--- src/rtl/interp_lut_loader_if.sv ---
// interp_lut_loader_if: start/stream/LUT-write bundle between a coefficient source and the LUT loader.
interface interp_lut_loader_if #(
    parameter int LUT_bits     = 26,
    parameter int LUT_addWidth = 11,
    parameter int p            = 1,
    parameter int AW           = LUT_addWidth + p
);
    logic                start_i;
    logic [1:0]          func_i;
    logic                s_valid_i;
    logic [LUT_bits-1:0] s_data_i;
    logic                s_last_i;
    logic                s_ready_o;
    logic                wr_en_o;
    logic [1:0]          wr_func_o;
    logic [AW-1:0]       wr_addr_o;
    logic [LUT_bits-1:0] wr_data_o;
    logic                busy_o;
    logic                done_o;
    logic                err_o;
    logic [LUT_bits-1:0] checksum_o;
    modport slave (
        input  start_i, func_i, s_valid_i, s_data_i, s_last_i,
        output s_ready_o, wr_en_o, wr_func_o, wr_addr_o, wr_data_o, busy_o, done_o, err_o, checksum_o
    );
    modport master (
        output start_i, func_i, s_valid_i, s_data_i, s_last_i,
        input  s_ready_o, wr_en_o, wr_func_o, wr_addr_o, wr_data_o, busy_o, done_o, err_o, checksum_o
    );
endinterface

--- src/rtl/interp_lut_loader.sv ---
// interp_lut_loader: writes a segment-major coefficient stream into the selected interpolation LUT
// and verifies the trailing checksum word.
module interp_lut_loader #(
    parameter int LUT_bits     = 26,
    parameter int LUT_addWidth = 11,
    parameter int p            = 1,
    parameter int AW           = LUT_addWidth + p
) (
    input logic                CLK,
    input logic                nRST,
    interp_lut_loader_if.slave bus
);
    localparam int KW = (p > 0) ? $clog2(p + 1) : 1;
    typedef enum logic [1:0] {IDLE, LOAD, CHECK} state_t;
    state_t              state_q;
    logic [1:0]          func_q;
    logic [LUT_addWidth-1:0] seg_q;
    logic [KW-1:0]       k_q;
    logic [LUT_bits-1:0] checksum_q;
    logic                wr_en_q;
    logic [AW-1:0]       wr_addr_q;
    logic [LUT_bits-1:0] wr_data_q;
    logic                done_q;
    logic                err_q;
    logic                ready;
    logic                accept;
    logic                csum_ok;
    logic [LUT_bits-1:0] checksum_d;
    logic [AW-1:0]       addr_d;
    assign ready      = state_q != IDLE;
    assign accept     = bus.s_valid_i && ready;
    assign csum_ok    = bus.s_last_i && (bus.s_data_i == checksum_q);
    assign checksum_d = checksum_q + bus.s_data_i;
    // coefficient index k selects the table bank, segment is the low address part
    assign addr_d     = (AW'(k_q) << LUT_addWidth) | AW'(seg_q);
    assign bus.s_ready_o  = ready;
    assign bus.busy_o     = ready;
    assign bus.wr_en_o    = wr_en_q;
    assign bus.wr_func_o  = func_q;
    assign bus.wr_addr_o  = wr_addr_q;
    assign bus.wr_data_o  = wr_data_q;
    assign bus.done_o     = done_q;
    assign bus.err_o      = err_q;
    assign bus.checksum_o = checksum_q;
    always_ff @(posedge CLK) begin
        wr_en_q <= 1'b0;
        done_q  <= 1'b0;
        err_q   <= 1'b0;
        if (!nRST) begin
            state_q    <= IDLE;
            func_q     <= '0;
            seg_q      <= '0;
            k_q        <= '0;
            checksum_q <= '0;
            wr_addr_q  <= '0;
            wr_data_q  <= '0;
        end else begin
            case (state_q)
                IDLE: if (bus.start_i) begin
                    if (bus.func_i == 2'd3) err_q <= 1'b1;
                    else begin
                        func_q     <= bus.func_i;
                        seg_q      <= '0;
                        k_q        <= '0;
                        checksum_q <= '0;
                        state_q    <= LOAD;
                    end
                end
                LOAD: if (accept) begin
                    if (bus.s_last_i) begin
                        err_q   <= 1'b1;
                        state_q <= IDLE;
                    end else begin
                        wr_en_q    <= 1'b1;
                        wr_addr_q  <= addr_d;
                        wr_data_q  <= bus.s_data_i;
                        checksum_q <= checksum_d;
                        if (k_q == KW'(p)) begin
                            k_q   <= '0;
                            seg_q <= seg_q + 1'b1;
                            if (&seg_q) state_q <= CHECK;
                        end else k_q <= k_q + 1'b1;
                    end
                end
                CHECK: if (accept) begin
                    done_q  <= csum_ok;
                    err_q   <= !csum_ok;
                    state_q <= IDLE;
                end
                default: state_q <= IDLE;
            endcase
        end
    end
endmodule
--- src/flat_wrapper.sv ---
// flat-port wrapper written by rule: the top's interface ports become plain ports
module interp_lut_loader_flat 
#(
    parameter int LUT_bits     = 26,
    parameter int LUT_addWidth = 11,
    parameter int p            = 1,
    parameter int AW           = LUT_addWidth + p
)
  (CLK, nRST, bus_start_i, bus_func_i, bus_s_valid_i, bus_s_data_i, bus_s_last_i, bus_s_ready_o, bus_wr_en_o, bus_wr_func_o, bus_wr_addr_o, bus_wr_data_o, bus_busy_o, bus_done_o, bus_err_o, bus_checksum_o);
  interp_lut_loader_if #(.LUT_bits(LUT_bits), .LUT_addWidth(LUT_addWidth), .p(p), .AW(AW)) bus_i ();
  input logic CLK;
  input logic nRST;
  input wire logic [$bits(bus_i.start_i)-1:0] bus_start_i;
  input wire logic [$bits(bus_i.func_i)-1:0] bus_func_i;
  input wire logic [$bits(bus_i.s_valid_i)-1:0] bus_s_valid_i;
  input wire logic [$bits(bus_i.s_data_i)-1:0] bus_s_data_i;
  input wire logic [$bits(bus_i.s_last_i)-1:0] bus_s_last_i;
  output wire logic [$bits(bus_i.s_ready_o)-1:0] bus_s_ready_o;
  output wire logic [$bits(bus_i.wr_en_o)-1:0] bus_wr_en_o;
  output wire logic [$bits(bus_i.wr_func_o)-1:0] bus_wr_func_o;
  output wire logic [$bits(bus_i.wr_addr_o)-1:0] bus_wr_addr_o;
  output wire logic [$bits(bus_i.wr_data_o)-1:0] bus_wr_data_o;
  output wire logic [$bits(bus_i.busy_o)-1:0] bus_busy_o;
  output wire logic [$bits(bus_i.done_o)-1:0] bus_done_o;
  output wire logic [$bits(bus_i.err_o)-1:0] bus_err_o;
  output wire logic [$bits(bus_i.checksum_o)-1:0] bus_checksum_o;
  assign bus_i.start_i = bus_start_i;
  assign bus_i.func_i = bus_func_i;
  assign bus_i.s_valid_i = bus_s_valid_i;
  assign bus_i.s_data_i = bus_s_data_i;
  assign bus_i.s_last_i = bus_s_last_i;
  assign bus_s_ready_o = bus_i.s_ready_o;
  assign bus_wr_en_o = bus_i.wr_en_o;
  assign bus_wr_func_o = bus_i.wr_func_o;
  assign bus_wr_addr_o = bus_i.wr_addr_o;
  assign bus_wr_data_o = bus_i.wr_data_o;
  assign bus_busy_o = bus_i.busy_o;
  assign bus_done_o = bus_i.done_o;
  assign bus_err_o = bus_i.err_o;
  assign bus_checksum_o = bus_i.checksum_o;
  interp_lut_loader #(.LUT_bits(LUT_bits), .LUT_addWidth(LUT_addWidth), .p(p), .AW(AW)) u_core (.CLK(CLK), .nRST(nRST), .bus(bus_i));
endmodule
--- config.mk ---
export PLATFORM = sky130hd
export DESIGN_NAME = interp_lut_loader_flat
export DESIGN_NICKNAME = d
export VERILOG_FILES = /design/src/rtl/interp_lut_loader_if.sv /design/src/rtl/interp_lut_loader.sv /design/src/flat_wrapper.sv
export SDC_FILE = /design/constraint.sdc
export NUM_CORES = 1
export LEC_CHECK = 0
export BUFFER_PORTS_ARGS = -buffer_cell sky130_fd_sc_hd__buf_2
export CAP_MARGIN = 20
export CORE_MARGIN = 1
export CORE_UTILIZATION = 35
export CTS_CLUSTER_SIZE = 40
export DETAILED_ROUTE_END_ITERATION = 8
export PLACE_DENSITY = 0.55
export SYNTH_ARGS = -nofsm -noshare
export SYNTH_HDL_FRONTEND = slang
export SYNTH_SLANG_ARGS = --single-unit
--- constraint.sdc ---
create_clock -name CLK -period 7.2 [get_ports CLK]
set_input_delay 1.44 -clock CLK [delete_from_list [all_inputs] [get_ports CLK]]
set_output_delay 1.44 -clock CLK [all_outputs]
set_load 0.05 [all_outputs]
# Word level (Yosys, flattened, before mapping)

Index checks and enable logic that the tools add are counted.

Bits of input ports: 33
Logic and storage cells: 74
Output and inout bits: 71
Register bits: 83

Muxes and demuxes: 32
Reductions and logical operators: 14
Equality and inequality tests: 12
Bitwise operators: 3
Add/sub/neg operators: 3

Operator list:

| kind                                                             | number |
|---|---|
| 26-bit 2-to-1 mux                                                | 4 |
| 11-bit 2-to-1 mux                                                | 5 |
| 26-bit one-hot mux with 2 select lines                           | 1 |
| 26-bit adder                                                     | 1 |
| 26-bit == test                                                   | 1 |
| 11-bit one-hot mux with 2 select lines                           | 1 |
| 2-bit 2-to-1 mux                                                 | 7 |
| 12-bit by 11-bit OR with 12-bit output                           | 1 |
| 3-bit AND reduction                                              | 4 |
| 6-bit AND reduction                                              | 2 |
| 11-bit by 1-bit adder with 11-bit output (second input constant) | 1 |
| 1-bit 2-to-1 mux                                                 | 11 |
| 11-bit AND reduction                                             | 1 |
| 2-bit by 1-bit != test with 1-bit output (second input constant) | 3 |
| 2-bit != test (second input constant)                            | 3 |
| 3-bit by 2-bit != test with 1-bit output (second input constant) | 2 |
| 2-bit one-hot mux with 3 select lines                            | 1 |
| 5-bit AND reduction                                              | 1 |
| 2-bit == test (second input constant)                            | 2 |
| 2-bit nonzero test                                               | 2 |
| 1-bit one-hot mux with 3 select lines                            | 1 |
| 2-bit by 1-bit == test with 1-bit output (second input constant) | 1 |
| 1-bit logical AND                                                | 2 |
| 2-bit zero test                                                  | 1 |
| other kinds (4)                                                  | 5 |

# Longest topological paths before layout

Depth in word-level cells: 6
Mapped depth: 10
Mapped depth without buffers: 10

# Worst setup path after synthesis

OpenSTA, ideal clock, no wires.

Kind: input to register
Start point: input port bus_s_data_i[4]
End point: register u_core.checksum_q[19], in the netlist u_core.bus.checksum_o[19]
Data required time: 7080 ps
Arrival: 3290 ps
Stages: 8
Path slack: 3790 ps
Setup time: 120 ps
Path buffers: 0
Path through: ha_1 -> and2_2 -> a221oi_1 -> nand3_1 -> a221o_1 -> a31oi_4 -> mux2i_1 -> nand2_1

Longest elaborated chain between the ends: 4

RTL lines:

| item                                   | RTL line                | RTL |
|---|---|---|
| from (decl)                            | flat_wrapper.sv:16      | `input wire logic [$bits(bus_i.s_data_i)-1:0] bus_s_data_i;` |
| 26-bit adder                           | interp_lut_loader.sv:33 | `assign checksum_d = checksum_q + bus.s_data_i;` |
| 26-bit 2-to-1 mux                      | interp_lut_loader.sv:70 | `if (bus.s_last_i) begin` |
| 26-bit 2-to-1 mux                      | interp_lut_loader.sv:69 | `LOAD: if (accept) begin` |
| 26-bit one-hot mux with 2 select lines | interp_lut_loader.sv:58 | `case (state_q)` |
| to (signal assigned)                   | interp_lut_loader.sv:77 | `checksum_q <= checksum_d;` |
| to (decl)                              | interp_lut_loader.sv:19 | `logic [LUT_bits-1:0] checksum_q;` |

No other way between the ends. The select of a mux whose other input is x is not followed.
A chain may end at the register's enable or synchronous reset.

# Worst setup path after layout

Ends and elaborated chain as after synthesis.

==> out/qor.yml <==
worstMarginPinSlew_ns: 0.959
ys_types: 56
dp_slack_ns: 3.37
die_w_um: 117
synth_edf_count: 0
avgViaCountPerCell: 5.18
synth_compound_area_share_pct: 22.5
drive_gt1_share_pct: 19.8
relSlewSlack_pct: 35.9
critPathMaxFanout: 5
num_vias: 4370
rsz0062_at_grt: "no"
dr.pass1.iters: 4
leakage_nw: 2.36
p_per_area_nw_per_um2: 217
area_growth_pct: 19.7
final.setup.worst_slack_ns: 3.75
synthTopCellsByArea: "dfxtp_1 (36%), nand2_1 (11%), ha_1 (8.1%)"
crit_arrival_ns: 3.69
syn_inst: 585
crit_chain: "buf_2 -> ha_1 -> and2_2 -> a221oi_1 -> nand3_1 -> a221o_1 -> a31oi_4 -> mux2i_1 -> nand2_1"
nets: 731
hold_depth: 2
fmax_ghz: 0.290
synth_top_family_by_area: "simple AND/OR/NAND/NOR gates"
synthArstFlopShare_pct: 0
hold_ws_ns: 0.458
cp_num_cells: 9
wirelength_mm: 12.9
syn_nets: 649
globalRouteTotalUtil_pct: 19.7
period_share_pct: 48.0
instances_no_fill: 844
cts_setup_buffers: 0
clk_pin_slew_ns: 0.06
postLayoutCoreUtil_pct: 43.3
wl_per_cell_um: 15.2
ir_worst_vdd_mv: 0.146
cts_tree: "done"
drc: 0
cp_slowest_cell: "a221oi_1"
hold_buffers: 0
io_pins: 104
insertion_delay_ns: 0.35
cts_buffer_depth: 2
syn_area_per_cell_um2: 7.91
synth_area_um2: 4620
final_common_cell: "nand2_1"
cp.required_ns: 7.44
drv_slew: 0
drt_iter0_markers: 234
yosysSeqAreaShare_pct: 35.9
yosysTopAreaCell: "dfxtp_1"
drv_cap: 0
place.gp.congestion: 0.940
yosys_register_bits: 83
min_period_ns: 3.45
synth_top_area_share_pct: 35.9
dp_cells: 827
cts_root_buffer: "clkbuf_16"
initial_core_util_pct: 36.2
cp.buffers_inverters: 1
gr-total-overflow: 0
antenna_found_initial: 0
die_y_um: 117
antenna_cells: 0
core_um2: 12800
io_buffers: 103
setup_viol: 0
synth-adder-area-share_pct: 8.55
setup.worst_path.start_class: "input pin"
hold_path_class: "reg -> reg"
die_area_um2: 13700
finalHoldViolCount: 0
synthSimpleGateAreaFrac_pct: 23.3
synthFlopType: "dfxtp_1"
grt_max_degree: 66
final_cell_mix: "nand2_1 (133), buf_2 (103), dfxtp_1 (83)"
path_delay_family: "compound AO/OA/AOI/OAI gates"
grt_pass1_wl_mm: 20.3
status: "finished, final reports clean"
synth_warnings: 0
worstSetupPathType: "in -> reg"
std_cell_rows: 41
clock_sinks: 83
grt_pass1_vias: 4040
fin_skew_ns: 0.00710
fin_tns_setup_ns: 0
crit_path_end_kind: "flip-flop"
cts_resized: 0
slowest_delay_ns: 0.44
worstRegToRegCells: 8
synthMuxAreaShare_pct: 0.866
htree_num_levels: 3
cts_buffers: 9
hpwl_mm: 9.40
ant_nets: 0
synth_xor_area_share_pct: 4.73
cell usage after synthesis (10+ instances only):
| cell | number |
|---|---|
| a21boi_0 | 43 |
| a21oi_1 | 32 |
| clkbuf_1 | 26 |
| dfxtp_1 | 83 |
| ha_1 | 30 |
| inv_1 | 12 |
| nand2_1 | 133 |
| nand3_1 | 21 |
| nand4_1 | 10 |
| nor2_1 | 29 |
| nor2b_1 | 12 |
| o21ai_0 | 32 |
| xnor2_1 | 13 |
| xor2_1 | 12 |
cell type report:
class,count,area (um2)
Multi-Input combinational cell,454,2770
Timing Repair Buffer,107,546
Fill cell,1356,7240
Inverter,12,45.0
Sequential cell,83,1660
Clock buffer,10,229
Clock inverter,6,65.1
Tap cell,172,215
cells by family after synthesis:
| family | count (synthesis) |
|---|---|
| xor gates and xnor gates | 25 |
| muxes | 4 |
| DFF | 83 |
| AOI/OAI and AO/OA | 155 |
| and+or+nand+nor | 239 |
| adders and majority gates | 31 |
| buffers and inverters | 48 |
through the flow:
step / instance area [um2] / power [mW]
after CTS: 5530 / 1.22
after global placement: 5230 / 0.739
after floorplan: 4620 / 0.678
after detailed placement: 5230 / 0.743
final: 5530 / 1.20
after global routing: 5530 / 1.26
worst paths after layout:
kind / from / end / slack (ns)
hold reg to reg: u_core.bus.wr_addr_o[1] / u_core.bus.wr_addr_o[1] / 0.46
setup / recovery: bus_s_data_i[4] / u_core.bus.checksum_o[19] / 3.75
setup reg to reg: u_core.state_q[0] / u_core.bus.checksum_o[25] / 4.27
hold / removal: u_core.bus.wr_addr_o[1] / u_core.bus.wr_addr_o[1] / 0.46
per-layer routing:
metal / routed length, um / GRT usage [%] / share of wire (%)
met1: 5830 / 24.2 / 45
met2: 6200 / 33.1 / 48
met3: 607 / 4.33 / 4.7
met4: 216 / 8.35 / 1.7
met5: 0 / 0 / 0
worst min-delay path, delay by kind of cell (launching register included):
kind	cells	cell delay, ns
AOI/OAI and AO/OA	1	0.06
DFF	1	0.30
and+or+nand+nor	1	0.04
where the power goes:
part	internal (mW)	leakage, nW	switching (mW)	total [mW]
Sequential	0.475	0.669	0.0128	0.488
Clock	0.269	0.143	0.198	0.468
Combinational	0.0723	1.54	0.173	0.246
state kept, by name, summed over array words and instances (netlist names):
| name | flops |
|---|---|
| u_core.k_q | 1 |
| u_core.bus.wr_addr_o | 12 |
| u_core.bus.err_o | 1 |
| u_core.bus.wr_en_o | 1 |
| u_core.state_q | 2 |
| u_core.bus.wr_data_o | 26 |
| u_core.bus.wr_func_o | 2 |
| u_core.bus.done_o | 1 |
| u_core.bus.checksum_o | 26 |
| u_core.seg_q | 11 |
(Power assumes the default switching activity.)
